`src/rtl/shmem_arb_pkg.sv`:
```
// Shared types and constants for the shared-memory round-robin arbiter.
package shmem_arb_pkg;

    typedef enum logic {
        IDLE   = 1'b0,
        LOCKED = 1'b1
    } arb_state_t;

    // addr[31:7] of the shared word region (byte addresses 128-255)
    localparam logic [24:0] SHMEM_BASE    = 25'd1;
    localparam int          DEF_NUM_CORES = 4;
    localparam int          DEF_LOCK_MAX  = 16;
    localparam int          CNT_W         = 16;
    localparam int          ID_W          = 3;

endpackage

```
`src/rtl/shmem_arbiter_rr_pick.sv`:
```
// Combinational rotate-priority picker: first set bit of req at or above
// start, wrapping modulo N.
module rr_pick
    import shmem_arb_pkg::*;
#(
    parameter int N = DEF_NUM_CORES
) (
    input  logic [N-1:0]    req,
    input  logic [ID_W-1:0] start,
    output logic [ID_W-1:0] idx,
    output logic            valid
);

    localparam int SEL_W = (N > 1) ? $clog2(N) : 1;

    // Scan from the far end so the closest requester to start wins last.
    always_comb begin
        idx   = '0;
        valid = 1'b0;
        for (int k = N - 1; k >= 0; k--) begin
            if (req[SEL_W'((int'(start) + k) % N)]) begin
                idx   = ID_W'((int'(start) + k) % N);
                valid = 1'b1;
            end
        end
    end

endmodule

```
`src/rtl/shmem_arbiter.sv`:
```
// Round-robin arbiter for the single-port shared data memory.
// Optional bus locking is built when SHMEM_ARB_LOCK_EN is defined.
module shmem_arbiter
    import shmem_arb_pkg::*;
#(
    parameter int NUM_CORES = DEF_NUM_CORES,
    parameter int LOCK_MAX  = DEF_LOCK_MAX
) (
    input  logic                   clk,
    input  logic                   reset,
    input  logic [NUM_CORES-1:0]   core_req,
    input  logic [NUM_CORES-1:0]   core_we,
    input  logic [32*NUM_CORES-1:0] core_addr,
    input  logic [32*NUM_CORES-1:0] core_wdata,
    input  logic [NUM_CORES-1:0]   core_lock,
    output logic [NUM_CORES-1:0]   core_stall,
    output logic [31:0]            core_rdata,
    output logic [ID_W-1:0]        grant_id,
    output logic                   grant_vld,
    output logic [31:0]            mem_addr,
    output logic                   mem_we,
    output logic [31:0]            mem_wdata,
    input  logic [31:0]            mem_rdata,
    output logic [CNT_W-1:0]       conflict_cnt,
    output logic                   lock_timeout,
    output arb_state_t             dbg_state
);

    logic [ID_W-1:0] rr_ptr;
    logic [ID_W-1:0] pick_idx;
    logic            pick_vld;

    rr_pick #(.N(NUM_CORES)) u_pick (
        .req   (core_req),
        .start (rr_ptr),
        .idx   (pick_idx),
        .valid (pick_vld)
    );

    function automatic logic [ID_W-1:0] next_id(input logic [ID_W-1:0] id);
        return (id == ID_W'(NUM_CORES - 1)) ? '0 : id + ID_W'(1);
    endfunction

`ifdef SHMEM_ARB_LOCK_EN
    localparam int LCNT_W = $clog2(LOCK_MAX + 1);

    arb_state_t      state;
    logic [ID_W-1:0] lock_owner;
    logic [LCNT_W-1:0] lock_cnt;
    logic            owner_req;
    logic            owner_lock;
    logic            g_lock;

    always_comb begin
        owner_req  = 1'b0;
        owner_lock = 1'b0;
        g_lock     = 1'b0;
        for (int i = 0; i < NUM_CORES; i++) begin
            if (lock_owner == ID_W'(i)) begin
                owner_req  = core_req[i];
                owner_lock = core_lock[i];
            end
            if (grant_vld && grant_id == ID_W'(i)) g_lock = core_lock[i];
        end
    end

    assign dbg_state = state;
`else
    logic unused_lock;
    assign unused_lock  = (^core_lock) ^ (LOCK_MAX > 0);
    assign lock_timeout = 1'b0;
    assign dbg_state    = IDLE;
`endif

    always_comb begin
        grant_vld = 1'b0;
        grant_id  = '0;
        if (!reset) begin
`ifdef SHMEM_ARB_LOCK_EN
            if (state == LOCKED) begin
                grant_vld = owner_req;
                grant_id  = owner_req ? lock_owner : '0;
            end else begin
                grant_vld = pick_vld;
                grant_id  = pick_idx;
            end
`else
            grant_vld = pick_vld;
            grant_id  = pick_idx;
`endif
        end
    end

    // Forward the granted core's access; everything reads 0 without a grant.
    always_comb begin
        mem_addr   = '0;
        mem_wdata  = '0;
        mem_we     = 1'b0;
        core_stall = core_req;
        for (int i = 0; i < NUM_CORES; i++) begin
            if (grant_vld && grant_id == ID_W'(i)) begin
                mem_addr      = core_addr[32*i +: 32];
                mem_wdata     = core_wdata[32*i +: 32];
                mem_we        = core_we[i];
                core_stall[i] = 1'b0;
            end
        end
    end

    assign core_rdata = mem_rdata;

    always_ff @(posedge clk) begin
        if (reset) begin
            rr_ptr       <= '0;
            conflict_cnt <= '0;
`ifdef SHMEM_ARB_LOCK_EN
            state        <= IDLE;
            lock_owner   <= '0;
            lock_cnt     <= '0;
            lock_timeout <= 1'b0;
`endif
        end else begin
            if ($countones(core_req) >= 2 && conflict_cnt != '1)
                conflict_cnt <= conflict_cnt + CNT_W'(1);
            if (grant_vld)
                rr_ptr <= next_id(grant_id);
`ifdef SHMEM_ARB_LOCK_EN
            lock_timeout <= 1'b0;
            case (state)
                IDLE: begin
                    if (grant_vld && g_lock) begin
                        state      <= LOCKED;
                        lock_owner <= grant_id;
                        lock_cnt   <= LCNT_W'(1);
                    end
                end
                LOCKED: begin
                    lock_cnt <= lock_cnt + LCNT_W'(1);
                    // Release on owner dropping the lock, or force it at LOCK_MAX.
                    if (!owner_lock || lock_cnt == LCNT_W'(LOCK_MAX)) begin
                        state        <= IDLE;
                        lock_cnt     <= '0;
                        rr_ptr       <= next_id(lock_owner);
                        lock_timeout <= owner_lock;
                    end
                end
                default: state <= IDLE;
            endcase
`endif
        end
    end

endmodule

```
`config.mk`:
```
export PLATFORM = sky130hd
export DESIGN_NAME = shmem_arbiter
export DESIGN_NICKNAME = d
export VERILOG_FILES = /design/src/rtl/shmem_arb_pkg.sv /design/src/rtl/shmem_arbiter_rr_pick.sv /design/src/rtl/shmem_arbiter.sv
export SDC_FILE = /design/constraint.sdc
export NUM_CORES = 1
export LEC_CHECK = 0
export CAP_MARGIN = 5
export CORE_AREA = 10 10 159 161
export DETAILED_ROUTE_END_ITERATION = 8
export DIE_AREA = 0 0 169 171
export GPL_TIMING_DRIVEN = 0
export PLACE_DENSITY = 0.65
export SETUP_SLACK_MARGIN = 0.05
export SKIP_CTS_REPAIR_TIMING = 1
export SYNTH_ARGS = -nofsm -noshare
export SYNTH_HDL_FRONTEND = slang
export SYNTH_SLANG_ARGS = --single-unit
```
`constraint.sdc`:
```
create_clock -name clk -period 3.7 [get_ports clk]
set_input_delay 0.555 -clock clk [delete_from_list [all_inputs] [get_ports clk]]
set_output_delay 0.555 -clock clk [all_outputs]
set_load 0.01 [all_outputs]
```
==> qor.yml <==
setup_violations: 0
routed_wirelength_normalized_by_instance_count_um: 22.7
clock-root-buffer: "sky130_fd_sc_hd__clkbuf_16"
max-cap-violations: 0
hold_class: "flip-flop to flip-flop"
yosys_warnings: 0
setup_tns_ps: 0
clockBufferDepth: 2
first_iter_violations: 425
placed_area_um2: 7640
preCtsSetupSlack_ps: -1620
tritoncts.num_buffers: 3
io_pins: 425
post_synth.cell_area_avg_um2: 6.96
setup.worst_path.class: "input pin to output port"
initial_utilization_pct: 15.4
critical_path_required_ps: 3140
final-instance-count-excl-fill: 1174
tritoncts: "built"
timing_hold_violations_final: 0
worst_skew_pair.late_latency_ps: 260
yosysSeqAreaShare_pct: 10.5
synth_top_area_cell: "sky130_fd_sc_hd__a221oi_2"
routed_wirelength_mm: 26.7
synth_common_cells: "sky130_fd_sc_hd__o21ai_0, sky130_fd_sc_hd__nand2_1, sky130_fd_sc_hd__o21ai_1"
synth_ff_type: "sky130_fd_sc_hd__dfxtp_1"
pwr_density_cell_nw_per_um2: 288
vias_per_cell: 4.71
largest_fanout_on_the_critical_path: 10
synth.area.top_cells: "sky130_fd_sc_hd__a221oi_2, sky130_fd_sc_hd__o21ai_0, sky130_fd_sc_hd__dfxtp_1"
slew_at_the_pin_closest_to_its_max_slew_limit_ps: 1020
grt_pass1_vias: 5436
die_w_um: 169
hold_ws_ps: 521
vias: 5527
number_of_synthesized_flops_with_an_enable_pin: 0
filler_cell_count: 2314
slew-limit-headroom_pct: 31.4
postLayoutCellArea_um2: 7990
area.growth.synth_to_final_pct: 133
final.period_utilization_pct: 96.4
critical_path.startpoint_type: "input pin"
netlist_area_pre_place_um2: 3430
num-nets-final: 1198
async_reset_ff_share_pct: 0
max_freq_mhz: 280
cellLeakagePower_nw: 3.59
clock-sinks: 18
final-max-slew-violation-count: 0
antenna_found_initial: 1
place.detailed.hpwl_mm: 22.1
synth_top_cell_area_share_pct: 17.5
grt_start_max_net_pins: 11
overall_global_routing_usage_pct: 16.0
path_clk_slew_ps: 50
placed_cells: 1164
drc: 0
skew_ps: 5.59
cp-end-kind: "output port"
synth_seq_cells: 18
worst_ep_arrival_time_ps: 3010
final_layout_size_suffix_gt1_share_pct: 18.2
global_route_wire_length_before_repair_mm: 36.0
ant_nets: 0
peakVddDrop_mv: 0.164
synth_cell_type_count: 48
floorplan.rows: 55
dieArea_um2: 28900
status: "completed"
fp.coreArea_um2: 22200
firstDrtPassIters: 5
io_buffer_count: 384
post-synth-top-count-cell: "sky130_fd_sc_hd__o21ai_0"
grt-ovfl-total: 0
fp.dieH_um: 171
finalWorstSetupSlack_ps: 134
place.gp.congestion: 0.876
antenna_cells_inserted: 0
layout_min_cycle_time_ps: 3570
grt_setup_unrepaired: "yes"
h-tree-depth: 1
synthesis.instances: 493
report_power, final:
part	switching, mW	internal [mW]
Clock	0.0843	0.165
Combinational	0.847	0.984
Sequential	0.0177	0.206
layer usage:
layer | vias up | part of all wire [%] | global-route usage, %
met1 | 2636 | 41 | 20.0
li1 | 2643 | - | -
met5 | - | 0.037 | 0
met4 | 2 | 0.16 | 0.938
met2 | 239 | 51 | 28.2
met3 | 7 | 7.6 | 3.83
path summary, 6_finish.rpt:
kind | startpoint | to | slack, ps | depth (start not counted)
worst min register to register | conflict_cnt[7] | conflict_cnt[7] | 520 | 2
worst max register to register | conflict_cnt[0] | conflict_cnt[2] | 1750 | 5
worst min-delay path | conflict_cnt[7] | conflict_cnt[7] | 520 | 2
worst max-delay path | core_req[1] | mem_wdata[21] | 130 | 13
cell usage in the layout (no fill, tap or decap), types with 3 or more instances in the layout:
cell | synthesis | layout
sky130_fd_sc_hd__clkbuf_1 | 29 | 8
sky130_fd_sc_hd__clkdlybuf4s50_1 | 0 | 315
sky130_fd_sc_hd__buf_2 | 9 | 12
sky130_fd_sc_hd__inv_1 | 6 | 6
sky130_fd_sc_hd__conb_1 | 1 | 3
sky130_fd_sc_hd__nor3_1 | 9 | 8
sky130_fd_sc_hd__buf_4 | 35 | 41
sky130_fd_sc_hd__dfxtp_1 | 18 | 17
sky130_fd_sc_hd__a21oi_1 | 14 | 13
sky130_fd_sc_hd__clkbuf_2 | 0 | 22
sky130_fd_sc_hd__mux2_2 | 5 | 5
sky130_fd_sc_hd__nor4_1 | 4 | 4
sky130_fd_sc_hd__o21ai_1 | 50 | 51
sky130_fd_sc_hd__o31ai_1 | 5 | 5
sky130_fd_sc_hd__nand2_1 | 74 | 74
sky130_fd_sc_hd__nor2_1 | 12 | 12
sky130_fd_sc_hd__o21ai_0 | 83 | 80
sky130_fd_sc_hd__buf_6 | 7 | 14
sky130_fd_sc_hd__nor2b_1 | 5 | 5
sky130_fd_sc_hd__clkbuf_16 | 0 | 3
sky130_fd_sc_hd__a221oi_1 | 25 | 24
sky130_fd_sc_hd__nand3_1 | 8 | 7
sky130_fd_sc_hd__ha_1 | 5 | 4
sky130_fd_sc_hd__or3_1 | 3 | 3
sky130_fd_sc_hd__a21o_1 | 3 | 3
sky130_fd_sc_hd__dlymetal6s2s_1 | 0 | 51
sky130_fd_sc_hd__or4_1 | 7 | 7
sky130_fd_sc_hd__clkbuf_4 | 0 | 8
sky130_fd_sc_hd__nand4_1 | 6 | 6
sky130_fd_sc_hd__a221oi_2 | 40 | 41
critical path: stages:
cell	delay, ps
sky130_fd_sc_hd__buf_2	170
sky130_fd_sc_hd__nor4bb_4	280
sky130_fd_sc_hd__a31oi_2	80
sky130_fd_sc_hd__nand3_2	120
sky130_fd_sc_hd__mux2_2	380
sky130_fd_sc_hd__ha_2	220
sky130_fd_sc_hd__nor4b_4	260
sky130_fd_sc_hd__buf_6	190
sky130_fd_sc_hd__buf_4	120
sky130_fd_sc_hd__buf_6	160
sky130_fd_sc_hd__a221oi_2	70
sky130_fd_sc_hd__o21ai_1	200
sky130_fd_sc_hd__dlymetal6s2s_1	210
through the flow:
stage,utilization (%),power [mW]
after floorplan,-,0.998
after global placement,34.4,2.04
after detailed placement,34.4,2.04
after CTS,34.8,2.30
after global routing,35.9,2.42
final,35.9,2.30
registers in the layout, summed over array words and instances, names as in the netlist:
register      cells
conflict_cnt     16
rr_ptr            2
cells by family (layout without fill, tap and decap cells):
kind of cell,count (synthesis),count (layout),synth area share (%)
AO/OA/AOI/OAI,228,228,49.0
flip-flops,18,18,10.5
AND/OR/NAND/NOR,143,143,20.2
adder cells (fa/ha/maj),6,6,2.41
other,1,3,0.109
buffers and inverters,90,484,15.5
multiplexers,7,7,2.22
cell type report:
| cell class | count | area [um2] | area share (%) |
|---|---|---|---|
| Multi-Input combinational cell | 387 | 2620 | 32.8 |
| Buffer | 83 | 609 | 7.63 |
| Tap cell | 285 | 357 | 4.46 |
| Timing Repair Buffer | 390 | 3930 | 49.2 |
| Clock buffer | 4 | 88.8 | 1.11 |
| Sequential cell | 18 | 362 | 4.53 |
| Inverter | 7 | 26.3 | 0.329 |
No activity file was read; power rests on OpenSTA's default activity.
